## config.mk

```make
export PLATFORM = sky130hd
export DESIGN_NAME = cr16_control_fsm_flat
export DESIGN_NICKNAME = d
export VERILOG_FILES = /design/src/rtl/cr16_pkg.sv /design/src/rtl/cr16_control_fsm_if.sv /design/src/rtl/cr16_decoder.sv /design/src/rtl/cr16_control_fsm.sv /design/src/flat_wrapper.sv
export SDC_FILE = /design/constraint.sdc
export NUM_CORES = 1
export LEC_CHECK = 0
export CAP_MARGIN = 20
export CORE_UTILIZATION = 45
export DETAILED_ROUTE_END_ITERATION = 10
export GPL_TIMING_DRIVEN = 1
export HOLD_SLACK_MARGIN = 0.08
export PLACE_DENSITY_LB_ADDON = 0.15
export SYNTH_ARGS = -nofsm -noshare
export SYNTH_HDL_FRONTEND = slang
export SYNTH_SLANG_ARGS = --single-unit
```

## constraint.sdc

```tcl
create_clock -name I_CLK -period 2.8 [get_ports I_CLK]
set_input_delay 0.56 -clock I_CLK [delete_from_list [all_inputs] [get_ports I_CLK]]
set_output_delay 0.56 -clock I_CLK [all_outputs]
set_load 0.1 [all_outputs]
```

## src/rtl/cr16_pkg.sv

```systemverilog
// Shared types and encodings for the CR16 instruction controller:
// FSM states, ALU opcodes, instruction op/opext fields and small decode helpers.
package cr16_pkg;

  typedef enum logic [2:0] {
    ST_FETCH     = 3'd0,
    ST_DECODE    = 3'd1,
    ST_EXECUTE   = 3'd2,
    ST_LOAD_ADDR = 3'd3,
    ST_LOAD_WB   = 3'd4,
    ST_STORE     = 3'd5
  } state_t;

  localparam logic [3:0] ALU_NOP = 4'd0;
  localparam logic [3:0] ALU_ADD = 4'd1;
  localparam logic [3:0] ALU_SUB = 4'd2;
  localparam logic [3:0] ALU_AND = 4'd3;
  localparam logic [3:0] ALU_OR  = 4'd4;
  localparam logic [3:0] ALU_XOR = 4'd5;
  localparam logic [3:0] ALU_CMP = 4'd6;
  localparam logic [3:0] ALU_MOV = 4'd8;

  // The same code space is used for IR[15:12] (immediate forms) and IR[7:4] (opext).
  localparam logic [3:0] OP_RR  = 4'b0000;
  localparam logic [3:0] OP_AND = 4'b0001;
  localparam logic [3:0] OP_OR  = 4'b0010;
  localparam logic [3:0] OP_XOR = 4'b0011;
  localparam logic [3:0] OP_MEM = 4'b0100;
  localparam logic [3:0] OP_ADD = 4'b0101;
  localparam logic [3:0] OP_SUB = 4'b1001;
  localparam logic [3:0] OP_CMP = 4'b1011;
  localparam logic [3:0] OP_MOV = 4'b1101;

  localparam logic [3:0] EXT_LOAD = 4'b0000;
  localparam logic [3:0] EXT_STOR = 4'b0100;

  function automatic logic [3:0] alu_map(input logic [3:0] code);
    case (code)
      OP_AND:  return ALU_AND;
      OP_OR:   return ALU_OR;
      OP_XOR:  return ALU_XOR;
      OP_ADD:  return ALU_ADD;
      OP_SUB:  return ALU_SUB;
      OP_CMP:  return ALU_CMP;
      OP_MOV:  return ALU_MOV;
      default: return ALU_NOP;
    endcase
  endfunction

  function automatic logic is_load(input logic [15:0] ir);
    return (ir[15:12] == OP_MEM) && (ir[7:4] == EXT_LOAD);
  endfunction

  function automatic logic is_store(input logic [15:0] ir);
    return (ir[15:12] == OP_MEM) && (ir[7:4] == EXT_STOR);
  endfunction

endpackage

```

## src/rtl/cr16_control_fsm_if.sv

```systemverilog
// Bus between the CR16 controller, its instruction/data memory and the datapath.
// The controller is the master; memory/datapath side is the slave.
interface cr16_control_fsm_if;
  logic [15:0] I_MEM_RDATA;
  logic [15:0] O_PC;
  logic        O_MEM_ADDR_SELECT;
  logic        O_MEM_WRITE_ENABLE;
  logic [15:0] O_REG_WRITE_ENABLE;
  logic [3:0]  O_REG_A_SELECT;
  logic [3:0]  O_REG_B_SELECT;
  logic        O_IMMEDIATE_SELECT;
  logic [15:0] O_IMMEDIATE;
  logic [3:0]  O_OPCODE;
  logic        O_REGFILE_DATA_SELECT;
  logic [2:0]  O_STATE;

  modport master (
    input  I_MEM_RDATA,
    output O_PC, O_MEM_ADDR_SELECT, O_MEM_WRITE_ENABLE, O_REG_WRITE_ENABLE,
           O_REG_A_SELECT, O_REG_B_SELECT, O_IMMEDIATE_SELECT, O_IMMEDIATE,
           O_OPCODE, O_REGFILE_DATA_SELECT, O_STATE
  );

  modport slave (
    output I_MEM_RDATA,
    input  O_PC, O_MEM_ADDR_SELECT, O_MEM_WRITE_ENABLE, O_REG_WRITE_ENABLE,
           O_REG_A_SELECT, O_REG_B_SELECT, O_IMMEDIATE_SELECT, O_IMMEDIATE,
           O_OPCODE, O_REGFILE_DATA_SELECT, O_STATE
  );
endinterface

```

## src/rtl/cr16_decoder.sv

```systemverilog
// Combinational instruction decoder: classifies an IR word and produces the
// ALU opcode, extended immediate and whether the destination register is written.
module cr16_decoder
  import cr16_pkg::*;
(
  input  logic [15:0] i_ir,
  output logic [3:0]  o_opcode,
  output logic [15:0] o_imm,
  output logic        o_imm_sel,
  output logic        o_write_en,
  output logic        o_is_load,
  output logic        o_is_store,
  output logic        o_valid
);

  logic [3:0] w_op;
  logic [3:0] w_rr_code;
  logic [3:0] w_imm_code;
  logic       w_imm_signed;

  assign w_op         = i_ir[15:12];
  assign w_rr_code    = alu_map(i_ir[7:4]);
  assign w_imm_code   = alu_map(w_op);
  // Arithmetic immediates are signed; logical and move immediates are not.
  assign w_imm_signed = (w_imm_code == ALU_ADD) || (w_imm_code == ALU_SUB) ||
                        (w_imm_code == ALU_CMP);

  always_comb begin
    o_opcode   = ALU_NOP;
    o_imm      = 16'h0000;
    o_imm_sel  = 1'b0;
    o_write_en = 1'b0;
    o_is_load  = is_load(i_ir);
    o_is_store = is_store(i_ir);
    o_valid    = 1'b0;
    if (w_op == OP_RR) begin
      if (w_rr_code != ALU_NOP) begin
        o_valid    = 1'b1;
        o_opcode   = w_rr_code;
        o_write_en = (w_rr_code != ALU_CMP);
      end
    end else if (w_op == OP_MEM) begin
      o_valid = o_is_load | o_is_store;
    end else if (w_imm_code != ALU_NOP) begin
      o_valid    = 1'b1;
      o_opcode   = w_imm_code;
      o_imm_sel  = 1'b1;
      o_write_en = (w_imm_code != ALU_CMP);
      o_imm      = w_imm_signed ? {{8{i_ir[7]}}, i_ir[7:0]} : {8'h00, i_ir[7:0]};
    end
  end

endmodule

```

## src/rtl/cr16_control_fsm.sv

```systemverilog
// Multi-cycle CR16 instruction controller: owns PC and IR, fetches from
// synchronous memory and drives all datapath control as Moore outputs.
module cr16_control_fsm
  import cr16_pkg::*;
#(
  parameter logic [15:0] PC_RESET = 16'h0000
) (
  input  logic                      I_CLK,
  input  logic                      I_NRESET,
  input  logic                      I_ENABLE,
  cr16_control_fsm_if.master        bus
);

  state_t      r_state;
  logic [15:0] r_pc;
  logic [15:0] r_ir;

  logic [3:0]  w_dec_opcode;
  logic [15:0] w_dec_imm;
  logic        w_dec_imm_sel;
  logic        w_dec_write_en;
  logic        w_dec_is_load;
  logic        w_dec_is_store;
  logic        w_dec_valid;
  logic        w_exec_ok;
  logic [3:0]  w_rdest;
  logic [3:0]  w_rsrc;
  logic [15:0] w_rdest_onehot;

  logic        w_mem_addr_sel;
  logic        w_mem_we;
  logic [15:0] w_reg_we;
  logic [3:0]  w_a_sel;
  logic [3:0]  w_b_sel;
  logic        w_imm_sel;
  logic [15:0] w_imm;
  logic [3:0]  w_opcode;
  logic        w_rf_data_sel;

  cr16_decoder u_decoder (
    .i_ir       (r_ir),
    .o_opcode   (w_dec_opcode),
    .o_imm      (w_dec_imm),
    .o_imm_sel  (w_dec_imm_sel),
    .o_write_en (w_dec_write_en),
    .o_is_load  (w_dec_is_load),
    .o_is_store (w_dec_is_store),
    .o_valid    (w_dec_valid)
  );

  assign w_rdest        = r_ir[11:8];
  assign w_rsrc         = r_ir[3:0];
  assign w_rdest_onehot = 16'h0001 << w_rdest;
  assign w_exec_ok      = w_dec_valid & ~w_dec_is_load & ~w_dec_is_store;

  always_ff @(posedge I_CLK or negedge I_NRESET) begin
    if (!I_NRESET) begin
      r_state <= ST_FETCH;
      r_pc    <= PC_RESET;
      r_ir    <= 16'h0000;
    end else if (I_ENABLE) begin
      case (r_state)
        ST_FETCH: r_state <= ST_DECODE;
        ST_DECODE: begin
          // Memory returns the word addressed during FETCH; branch on it directly.
          r_ir <= bus.I_MEM_RDATA;
          r_pc <= r_pc + 16'd1;
          if (is_load(bus.I_MEM_RDATA))       r_state <= ST_LOAD_ADDR;
          else if (is_store(bus.I_MEM_RDATA)) r_state <= ST_STORE;
          else                                r_state <= ST_EXECUTE;
        end
        ST_EXECUTE:   r_state <= ST_FETCH;
        ST_LOAD_ADDR: r_state <= ST_LOAD_WB;
        ST_LOAD_WB:   r_state <= ST_FETCH;
        ST_STORE:     r_state <= ST_FETCH;
        default:      r_state <= ST_FETCH;
      endcase
    end
  end

  always_comb begin
    w_mem_addr_sel = 1'b0;
    w_mem_we       = 1'b0;
    w_reg_we       = 16'h0000;
    w_a_sel        = 4'h0;
    w_b_sel        = 4'h0;
    w_imm_sel      = 1'b0;
    w_imm          = 16'h0000;
    w_opcode       = ALU_NOP;
    w_rf_data_sel  = 1'b0;
    case (r_state)
      ST_EXECUTE: begin
        // Unrecognised encodings fall through with everything at zero (NOP).
        if (w_exec_ok) begin
          w_a_sel   = w_rdest;
          w_b_sel   = w_rsrc;
          w_opcode  = w_dec_opcode;
          w_imm_sel = w_dec_imm_sel;
          w_imm     = w_dec_imm;
          w_reg_we  = w_dec_write_en ? w_rdest_onehot : 16'h0000;
        end
      end
      ST_LOAD_ADDR: begin
        w_mem_addr_sel = 1'b1;
        w_a_sel        = w_rsrc;
      end
      ST_LOAD_WB: begin
        w_rf_data_sel = 1'b1;
        w_reg_we      = w_rdest_onehot;
      end
      ST_STORE: begin
        w_mem_addr_sel = 1'b1;
        w_mem_we       = 1'b1;
        w_a_sel        = w_rsrc;
        w_b_sel        = w_rdest;
      end
      default: ;
    endcase
  end

  assign bus.O_PC                  = r_pc;
  assign bus.O_MEM_ADDR_SELECT     = w_mem_addr_sel;
  assign bus.O_MEM_WRITE_ENABLE    = w_mem_we;
  assign bus.O_REG_WRITE_ENABLE    = w_reg_we;
  assign bus.O_REG_A_SELECT        = w_a_sel;
  assign bus.O_REG_B_SELECT        = w_b_sel;
  assign bus.O_IMMEDIATE_SELECT    = w_imm_sel;
  assign bus.O_IMMEDIATE           = w_imm;
  assign bus.O_OPCODE              = w_opcode;
  assign bus.O_REGFILE_DATA_SELECT = w_rf_data_sel;
  assign bus.O_STATE               = r_state;

endmodule

```

## src/flat_wrapper.sv

```systemverilog
// flat-port wrapper written by rule: the top's interface ports become plain ports
module cr16_control_fsm_flat import cr16_pkg::*;
#(
  parameter logic [15:0] PC_RESET = 16'h0000
)
  (I_CLK, I_NRESET, I_ENABLE, bus_I_MEM_RDATA, bus_O_PC, bus_O_MEM_ADDR_SELECT, bus_O_MEM_WRITE_ENABLE, bus_O_REG_WRITE_ENABLE, bus_O_REG_A_SELECT, bus_O_REG_B_SELECT, bus_O_IMMEDIATE_SELECT, bus_O_IMMEDIATE, bus_O_OPCODE, bus_O_REGFILE_DATA_SELECT, bus_O_STATE);
  cr16_control_fsm_if bus_i ();
  input  logic I_CLK;
  input  logic I_NRESET;
  input  logic I_ENABLE;
  input wire logic [$bits(bus_i.I_MEM_RDATA)-1:0] bus_I_MEM_RDATA;
  output wire logic [$bits(bus_i.O_PC)-1:0] bus_O_PC;
  output wire logic [$bits(bus_i.O_MEM_ADDR_SELECT)-1:0] bus_O_MEM_ADDR_SELECT;
  output wire logic [$bits(bus_i.O_MEM_WRITE_ENABLE)-1:0] bus_O_MEM_WRITE_ENABLE;
  output wire logic [$bits(bus_i.O_REG_WRITE_ENABLE)-1:0] bus_O_REG_WRITE_ENABLE;
  output wire logic [$bits(bus_i.O_REG_A_SELECT)-1:0] bus_O_REG_A_SELECT;
  output wire logic [$bits(bus_i.O_REG_B_SELECT)-1:0] bus_O_REG_B_SELECT;
  output wire logic [$bits(bus_i.O_IMMEDIATE_SELECT)-1:0] bus_O_IMMEDIATE_SELECT;
  output wire logic [$bits(bus_i.O_IMMEDIATE)-1:0] bus_O_IMMEDIATE;
  output wire logic [$bits(bus_i.O_OPCODE)-1:0] bus_O_OPCODE;
  output wire logic [$bits(bus_i.O_REGFILE_DATA_SELECT)-1:0] bus_O_REGFILE_DATA_SELECT;
  output wire logic [$bits(bus_i.O_STATE)-1:0] bus_O_STATE;
  assign bus_i.I_MEM_RDATA = bus_I_MEM_RDATA;
  assign bus_O_PC = bus_i.O_PC;
  assign bus_O_MEM_ADDR_SELECT = bus_i.O_MEM_ADDR_SELECT;
  assign bus_O_MEM_WRITE_ENABLE = bus_i.O_MEM_WRITE_ENABLE;
  assign bus_O_REG_WRITE_ENABLE = bus_i.O_REG_WRITE_ENABLE;
  assign bus_O_REG_A_SELECT = bus_i.O_REG_A_SELECT;
  assign bus_O_REG_B_SELECT = bus_i.O_REG_B_SELECT;
  assign bus_O_IMMEDIATE_SELECT = bus_i.O_IMMEDIATE_SELECT;
  assign bus_O_IMMEDIATE = bus_i.O_IMMEDIATE;
  assign bus_O_OPCODE = bus_i.O_OPCODE;
  assign bus_O_REGFILE_DATA_SELECT = bus_i.O_REGFILE_DATA_SELECT;
  assign bus_O_STATE = bus_i.O_STATE;
  cr16_control_fsm #(.PC_RESET(PC_RESET)) u_core (.I_CLK(I_CLK), .I_NRESET(I_NRESET), .I_ENABLE(I_ENABLE), .bus(bus_i));
endmodule
```

==> impl_metrics.xml, run 1 <==
<?xml version="1.0" encoding="UTF-8"?>
<metrics>
  <group name="pwr">
    <metric name="power.share.clock" unit="%">8.3</metric>
    <metric name="cell_area_power_density" unit="nW/um^2">1100</metric>
    <metric name="vdd.ir_drop.worst" unit="V">0.000866</metric>
    <metric name="sequentialPowerShare" unit="%">21.7</metric>
    <metric name="power.share.switching" unit="%">57.8</metric>
    <metric name="power.static_leakage" unit="nW">1.80</metric>
    <metric name="proportion_of_power_drawn_by_combinational_gates" unit="%">70.0</metric>
    <metric name="total_power" unit="mW">4.75</metric>
    <metric name="power_report.internal_total" unit="mW">2.00</metric>
    <metric name="netsw" unit="mW">2.74</metric>
  </group>
  <group name="floorplanning">
    <metric name="die-area" unit="sq um">5510</metric>
    <metric name="die_height" unit="microns">74.2</metric>
    <metric name="die_w" unit="microns">74.2</metric>
    <metric name="placeableCoreArea" unit="sq um">4880</metric>
    <metric name="floorplan.rows" unit="">25</metric>
    <metric name="pin_count" unit="">86</metric>
    <metric name="floorplan.initialDensity" unit="%">48.1</metric>
  </group>
  <group name="layout">
    <metric name="antenna-diode-count" unit="">0</metric>
    <metric name="fillers" unit="">221</metric>
    <metric name="final_layout_size_suffix_gt1_share" unit="%">45.2</metric>
    <metric name="area.growth.synth_to_final" unit="%">83.8</metric>
    <metric name="final_nets" unit="">413</metric>
    <metric name="finalNonFillerCells" unit="">461</metric>
  </group>
  <group name="logic_synthesis">
    <metric name="async_flop_share" unit="%">100</metric>
    <metric name="synthesis.nets" unit="">314</metric>
    <metric name="synth-edff-count" unit="">0</metric>
    <metric name="syn-instance-count" unit="">294</metric>
    <metric name="ys_seq_elements" unit="">35</metric>
    <metric name="ys_types" unit="">44</metric>
    <metric name="yosysWarningCount" unit="">0</metric>
    <metric name="post_synthesis_cell_area" unit="sq um">2350</metric>
    <metric name="ys.flop_type" unit="">dfrtp_1</metric>
    <metric name="syn_avg_cell_area" unit="sq um">7.98</metric>
    <metric name="synth-seq-area-share" unit="%">37.3</metric>
  </group>
  <group name="global_routing">
    <metric name="grt_first_pass_wirelength" unit="microns">13000</metric>
    <metric name="maximum_number_of_pins_on_one_net_before_global_route_repair" unit="">18</metric>
    <metric name="antenna_found_initial" unit="">0</metric>
    <metric name="vias_in_the_first_global_route" unit="">2542</metric>
    <metric name="met2_usage" unit="%">54.7</metric>
    <metric name="grt.busiest_layer" unit="">met2</metric>
    <metric name="total_grt_usage" unit="%">31.6</metric>
    <metric name="grt.met3_usage" unit="%">5.42</metric>
    <metric name="groute.layer.met1.usage" unit="%">39.9</metric>
    <metric name="leftover_overflow_at_the_end_of_global_routing" unit="">0</metric>
  </group>
  <group name="sta">
    <metric name="worst_pin_slew" unit="ns">0.658</metric>
    <metric name="slew_headroom" unit="%">56.0</metric>
    <metric name="worst_slack" unit="ns">-0.0438</metric>
    <metric name="final-hold-violation-count" unit="">0</metric>
    <metric name="rsz0062_at_grt" unit="">true</metric>
    <metric name="max_clock_freq" unit="MHz">352</metric>
    <metric name="report.final.setup_viol" unit="">3</metric>
    <metric name="setup_tns_final" unit="ns">-0.0672</metric>
    <metric name="pins_over_slew_limit" unit="">0</metric>
    <metric name="clock-skew-final" unit="ns">0.0112</metric>
    <metric name="min_period" unit="ns">2.84</metric>
    <metric name="final.period_utilization" unit="%">102</metric>
  </group>
  <group name="clock_tree">
    <metric name="tritoncts_sinks" unit="">35</metric>
    <metric name="cts_root_buffer" unit="">clkbuf_8</metric>
    <metric name="cts.clk_slew.worst_paths" unit="ns">0.08</metric>
    <metric name="cts_inserted_buffers" unit="">5</metric>
    <metric name="clock_tree.htree_level_count" unit="">2</metric>
    <metric name="clk_path_buf_depth" unit="">2</metric>
    <metric name="clk_latency" unit="ns">0.31</metric>
    <metric name="cts-hold-fix-buffers" unit="">0</metric>
    <metric name="tritoncts_clock_tree" unit="">done</metric>
  </group>
  <group name="routing">
    <metric name="detail_route.wirelength" unit="microns">9160</metric>
    <metric name="route.detailed.wl_per_inst" unit="microns">19.9</metric>
    <metric name="detail_route.drc_violations" unit="">0</metric>
    <metric name="detail_route_antenna_nets" unit="">0</metric>
    <metric name="via_to_cell_ratio" unit="">5.98</metric>
    <metric name="drt_first_iter_violations" unit="">327</metric>
    <metric name="detailed_router_iteration_count_before_antenna_repair" unit="">5</metric>
    <metric name="num_vias" unit="">2755</metric>
  </group>
  <group name="placement">
    <metric name="dp_hpwl" unit="microns">5560</metric>
    <metric name="dp.cells" unit="">429</metric>
    <metric name="numPortBuffers" unit="">85</metric>
    <metric name="place_ws" unit="ns">0.0934</metric>
    <metric name="place.gp.congestion" unit="">0.917</metric>
  </group>
  <group name="status">
    <metric name="outcome" unit="">complete, but fails checks</metric>
    <metric name="failing_checks" unit="">negative setup slack</metric>
  </group>
  <group name="worst_setup_path">
    <metric name="critical_path_buf_inv_count" unit="">3</metric>
    <metric name="critPathMaxStageDelay" unit="ns">0.51</metric>
    <metric name="worst_setup_path_end_kind" unit="">primary output</metric>
    <metric name="critical-path-slowest-cell" unit="">a221o_2</metric>
    <metric name="critPathTopFamily" unit="">compound AO/OA/AOI/OAI gates</metric>
    <metric name="worstSetupPathType" unit="">flop to primary output</metric>
    <metric name="crit_arrival" unit="ns">2.28</metric>
    <metric name="cp_data_required_time" unit="ns">2.24</metric>
    <metric name="worst_path_most_repeated_cell" unit="">buf_12</metric>
    <metric name="crit_path_start_kind" unit="">flop</metric>
    <metric name="cp_cell_sequence" unit="">buf_4, nand2_2, o21ai_2, a221o_2, buf_12, a211oi_4, buf_12</metric>
    <metric name="reg2reg_setup_slack" unit="ns">0.91</metric>
    <metric name="path_max_fanout" unit="">6</metric>
  </group>
  <group name="worst_hold_path">
    <metric name="hold_path_class" unit="">flop to flop</metric>
  </group>
  <group name="flow_run">
    <metric name="timing.max_cap.violations" unit="">0</metric>
  </group>
</metrics>
-- cells in the mapped netlist, types with 2 or more instances --
library cell | number | share of area, %
nand4_1 | 4 | 1.1
a21oi_1 | 5 | 1.1
clkbuf_1 | 10 | 1.6
inv_1 | 7 | 1.1
and2_1 | 8 | 2.1
nand3_1 | 23 | 4.9
nand2b_1 | 4 | 1.1
nor2b_1 | 2 | 0.53
buf_4 | 9 | 2.9
nor4_2 | 2 | 1.1
dfrtp_1 | 35 | 37
xnor2_1 | 13 | 4.9
nand2_1 | 71 | 11
buf_2 | 10 | 2.1
and3_1 | 3 | 0.80
a22o_1 | 9 | 3.4
nor3_1 | 11 | 2.3
nor2_1 | 15 | 2.4
nor3b_1 | 2 | 0.64
a21o_1 | 2 | 0.64
o21ai_0 | 20 | 4.3
xor2_1 | 3 | 1.1
nor4_1 | 5 | 1.3
-- logic make-up (layout without fill, tap and decap cells) --
group           count (synthesis)  count (layout)  share of synthesized area (%)
fa+ha+maj                       1               1                          0.533
flops                          35              35                           37.3
mux                             1               1                          0.426
simple gates                  160             160                           34.2
xor+xnor                       16              16                           5.97
compound gates                 45              45                           13.9
buf+inv                        36             136                           7.73
-- final cells by class --
class,instances,area [sq um],area share (%)
Multi-Input combinational cell,223,1610,37.3
Sequential cell,35,896,20.8
Inverter,7,28.8,0.667
Tap cell,67,83.8,1.94
Timing Repair Buffer,121,1600,37.2
Clock inverter,3,25.0,0.580
Clock buffer,5,68.8,1.59
-- what timing repair did --
item | in CTS | in global routing
resized for setup | 18 | 1
cloned | 1 | 1
setup buffers | 13 | 9
endpoints found under the setup margin | 35 | 30
pin swaps | 1 | 2
-- path summary, 6_finish.rpt --
kind | end | start | cells after the start
worst max-delay path | bus_O_OPCODE[3] | u_core.r_ir[14] | 7
worst min-delay path | u_core.bus.O_PC[15] | u_core.bus.O_PC[15] | 1
worst max register to register | u_core.bus.O_PC[13] | u_core.bus.O_STATE[1] | 4
worst min register to register | u_core.bus.O_PC[15] | u_core.bus.O_PC[15] | 1
max in group asynchronous | u_core.r_ir[7] | I_NRESET | 2
min in group asynchronous | u_core.bus.O_PC[13] | I_NRESET | 1
-- cells in the final DEF (no fill, tap or decap), types with 4 or more instances in the layout --
| cell type | count |
|---|---|
| dfrtp_2 | 7 |
| o21ai_4 | 9 |
| nor3_1 | 8 |
| clkdlybuf4s50_1 | 18 |
| o21ai_0 | 4 |
| nor2_1 | 14 |
| nand2_1 | 70 |
| inv_1 | 5 |
| buf_12 | 49 |
| dfrtp_1 | 25 |
| a22o_2 | 4 |
| buf_4 | 52 |
| a21oi_1 | 5 |
| xnor2_1 | 13 |
| clkbuf_8 | 5 |
| o21ai_2 | 8 |
| and2_4 | 8 |
| nand3_1 | 23 |
| nand2b_1 | 4 |
| nand4_1 | 4 |
| a22o_4 | 4 |
-- registers in the layout (all words and copies together) (netlist names) --
name and flops:
u_core.bus.O_STATE 3, u_core.r_ir 16, u_core.bus.O_PC 16
-- power by group through the flow --
stage | registers [mW] | logic [mW] | clock network, mW
3_3_place_gp | 1.01 | 2.70 | 0
6_report | 1.03 | 3.32 | 0.395
2_1_floorplan | 1.17 | 1.86 | 0
5_1_grt | 1.05 | 3.44 | 0.416
3_5_place_dp | 1.02 | 2.77 | 0
4_1_cts | 0.999 | 3.06 | 0.391
-- metal layers --
metal	part of all wire, %	vias to the layer above
li1	-	1206
met2	50	171
met3	8.2	33
met1	38	1345
met4	2.9	0
met5	0	-
-- metrics by stage --
step | util [%] | hold WS, ns | instance area [sq um]
final | 88.4 | 0.488 | 4320
after global routing | 88.4 | 0.508 | 4320
after CTS | 85.9 | 0.499 | 4190
after detailed placement | 80.1 | 0.487 | 3910
after global placement | 80.1 | 0.465 | 3910
after floorplan | - | 0.264 | 2660
Power figures use the tool's default switching activity.
==> run 2, diff against run 1 <==
--- a/config.mk
+++ b/config.mk
@@ -5,7 +5,8 @@
 export SDC_FILE = /design/constraint.sdc
 export NUM_CORES = 1
 export LEC_CHECK = 0
-export CAP_MARGIN = 20
+export CAP_MARGIN = 40
+export CORE_ASPECT_RATIO = 0.5
 export CORE_UTILIZATION = 45
 export DETAILED_ROUTE_END_ITERATION = 10
 export GPL_TIMING_DRIVEN = 1
==> constraint.sdc (replaced) <==
create_clock -name I_CLK -period 2.8 [get_ports I_CLK]
set_input_delay 0.56 -clock I_CLK [delete_from_list [all_inputs] [get_ports I_CLK]]
set_output_delay 0.56 -clock I_CLK [all_outputs]
set_load 0.01 [all_outputs]
==> impl_metrics.xml, run 2 (synthesis results as in run 1) <==
<?xml version="1.0" encoding="UTF-8"?>
<metrics>
  <group name="status">
    <metric name="outcome" unit="">finished clean</metric>
  </group>
  <group name="sta">
    <metric name="final.period_utilization" unit="%">99.9</metric>
    <metric name="slew_headroom" unit="%">70.0</metric>
    <metric name="worst_pin_slew" unit="ns">0.446</metric>
    <metric name="clock-skew-final" unit="ns">0.00512</metric>
    <metric name="final-hold-violation-count" unit="">0</metric>
    <metric name="worst_slack" unit="ns">0.00323</metric>
    <metric name="min_period" unit="ns">2.80</metric>
    <metric name="report.final.setup_viol" unit="">0</metric>
    <metric name="pins_over_slew_limit" unit="">0</metric>
    <metric name="whs" unit="ns">0.475</metric>
    <metric name="max_clock_freq" unit="MHz">358</metric>
  </group>
  <group name="clock_tree">
    <metric name="cts_root_buffer" unit="">clkbuf_8</metric>
    <metric name="cts_inserted_buffers" unit="">5</metric>
    <metric name="tritoncts_clock_tree" unit="">done</metric>
    <metric name="cts-hold-fix-buffers" unit="">0</metric>
    <metric name="tritoncts_sinks" unit="">35</metric>
    <metric name="clk_latency" unit="ns">0.29</metric>
    <metric name="clk_path_buf_depth" unit="">2</metric>
    <metric name="cts.clk_slew.worst_paths" unit="ns">0.08</metric>
    <metric name="clock_tree.htree_level_count" unit="">2</metric>
  </group>
  <group name="floorplanning">
    <metric name="die_height" unit="microns">53.1</metric>
    <metric name="die-area" unit="sq um">5530</metric>
    <metric name="die_w" unit="microns">104</metric>
    <metric name="pin_count" unit="">86</metric>
    <metric name="placeableCoreArea" unit="sq um">4980</metric>
    <metric name="floorplan.initialDensity" unit="%">47.2</metric>
    <metric name="floorplan.rows" unit="">18</metric>
  </group>
  <group name="worst_setup_path">
    <metric name="path_max_fanout" unit="">5</metric>
    <metric name="worst-r2r-cell-count" unit="">5</metric>
    <metric name="worstSetupPathType" unit="">flop to primary output</metric>
    <metric name="reg2reg_setup_slack" unit="ns">1.05</metric>
    <metric name="crit_end" unit="">bus_O_REG_B_SELECT[2]</metric>
    <metric name="worst_setup_path_end_kind" unit="">primary output</metric>
    <metric name="worst_r2r_endpoint" unit="">u_core.bus.O_PC[13]</metric>
    <metric name="crit_path_start" unit="">u_core.r_ir[7]</metric>
    <metric name="crit_arrival" unit="ns">2.24</metric>
    <metric name="cp_data_required_time" unit="ns">2.24</metric>
    <metric name="r2r-start" unit="">u_core.bus.O_STATE[1]</metric>
    <metric name="crit_path_start_kind" unit="">flop</metric>
  </group>
  <group name="routing">
    <metric name="drt_first_iter_violations" unit="">76</metric>
    <metric name="route.detailed.wl_per_inst" unit="microns">14.5</metric>
    <metric name="detail_route.drc_violations" unit="">0</metric>
    <metric name="detail_route.wirelength" unit="microns">6810</metric>
    <metric name="detail_route_antenna_nets" unit="">0</metric>
    <metric name="via_to_cell_ratio" unit="">5.19</metric>
    <metric name="detailed_router_iteration_count_before_antenna_repair" unit="">5</metric>
    <metric name="num_vias" unit="">2440</metric>
  </group>
  <group name="pwr">
    <metric name="vdd.ir_drop.worst" unit="V">0.000572</metric>
    <metric name="power.static_leakage" unit="nW">1.84</metric>
    <metric name="cell_area_power_density" unit="nW/um^2">882</metric>
  </group>
  <group name="global_routing">
    <metric name="met2_usage" unit="%">40.3</metric>
    <metric name="grt_first_pass_wirelength" unit="microns">10000</metric>
    <metric name="total_grt_usage" unit="%">23.5</metric>
    <metric name="antenna_found_initial" unit="">0</metric>
    <metric name="grt.met3_usage" unit="%">4.43</metric>
    <metric name="groute.layer.met1.usage" unit="%">29.9</metric>
    <metric name="maximum_number_of_pins_on_one_net_before_global_route_repair" unit="">36</metric>
    <metric name="grt.busiest_layer" unit="">met2</metric>
    <metric name="vias_in_the_first_global_route" unit="">2078</metric>
    <metric name="leftover_overflow_at_the_end_of_global_routing" unit="">0</metric>
  </group>
  <group name="flow_run">
    <metric name="timing.max_cap.violations" unit="">0</metric>
  </group>
  <group name="placement">
    <metric name="place.gp.congestion" unit="">0.906</metric>
    <metric name="place_ws" unit="ns">0.0575</metric>
    <metric name="dp.cells" unit="">443</metric>
    <metric name="numPortBuffers" unit="">85</metric>
    <metric name="dp_hpwl" unit="microns">4620</metric>
  </group>
  <group name="layout">
    <metric name="final_cell_mix" unit="">nand2_1 (71), clkdlybuf4s50_1 (42), buf_4 (40)</metric>
    <metric name="final_nets" unit="">419</metric>
    <metric name="area.growth.synth_to_final" unit="%">51.8</metric>
    <metric name="layout_commonest_cell" unit="">nand2_1</metric>
    <metric name="fillers" unit="">384</metric>
    <metric name="finalNonFillerCells" unit="">470</metric>
    <metric name="final_layout_size_suffix_gt1_share" unit="%">20.5</metric>
    <metric name="antenna-diode-count" unit="">0</metric>
  </group>
  <group name="worst_hold_path">
    <metric name="hold_path_class" unit="">flop to flop</metric>
  </group>
</metrics>
## run 2: cell types whose count changed in the layout (fill, tap and decap cells not counted), sizes merged
cell           delta
clkdlybuf4s50    +24
clkinv            -1
dlygate4sd2       +7
clkinvlp          +1
clkbuf           +14
buf              -59
clkdlybuf4s15     +3
dlymetal6s2s     +17
## run 2: repair_timing
item                       in CTS  in global routing
pin swaps                       8                  6
setup buffers                  10                  9
setup endpoints to repair      44                 36
gates resized for setup        47                 44
## run 2: final cells by class
type	count	area (sq um)	area share, %
clock inverters	3	20.0	0.562
multi-input cells	223	1340	37.5
repair buffers	127	1140	32.1
inverters	7	26.3	0.738
clock buffers	5	68.8	1.93
well taps	70	87.6	2.46
flip-flops and latches	35	877	24.6
## run 2: worst max-delay path, cell delays in order, from the launching register on
cell             delay [ns]
dfrtp_2                0.45
buf_12                 0.14
nor4_4                 0.33
buf_4                  0.19
a221oi_4               0.08
buf_4                  0.16
buf_4                  0.13
a22o_1                 0.22
clkdlybuf4s15_1        0.24
## run 2: metal layers
metal,share of wire [%],vias up,wire length [microns]
li1,-,1210,-
met1,44,1132,3000
met2,49,82,3310
met3,5.6,16,380
met4,1.7,0,113
met5,0,-,0
## run 2: worst min-delay path by stage
stage | startpoint | end | depth (start not counted)
6_report | u_core.bus.O_PC[15] | u_core.bus.O_PC[15] | 1
5_1_grt | u_core.bus.O_PC[15] | u_core.bus.O_PC[15] | 1
4_1_cts | u_core.bus.O_PC[15] | u_core.bus.O_PC[15] | 1
3_5_place_dp | u_core.bus.O_PC[15] | u_core.bus.O_PC[15] | 1
3_3_place_gp | u_core.bus.O_PC[15] | u_core.bus.O_PC[15] | 1
2_1_floorplan | I_NRESET | u_core.bus.O_PC[0] | 0
## run 2: power breakdown
| part | switching (mW) | leakage, nW | internal, mW |
|---|---|---|---|
| Clock | 0.195 | 0.0402 | 0.173 |
| Sequential | 0.236 | 0.443 | 0.668 |
| Combinational | 0.966 | 1.36 | 0.905 |
| Total | 1.40 | 1.84 | 1.75 |
## run 2: per-stage QoR
stage | utilization [%] | power [mW] | TNS [ns] | cell area (sq um)
6_report | 71.6 | 3.14 | 0 | 3560
3_5_place_dp | 66.4 | 2.47 | 0 | 3300
2_1_floorplan | - | 1.83 | 0 | 2350
3_3_place_gp | 66.4 | 2.42 | 0 | 3300
4_1_cts | 70.4 | 3.00 | -0.0403 | 3500
5_1_grt | 71.6 | 3.36 | -0.290 | 3560
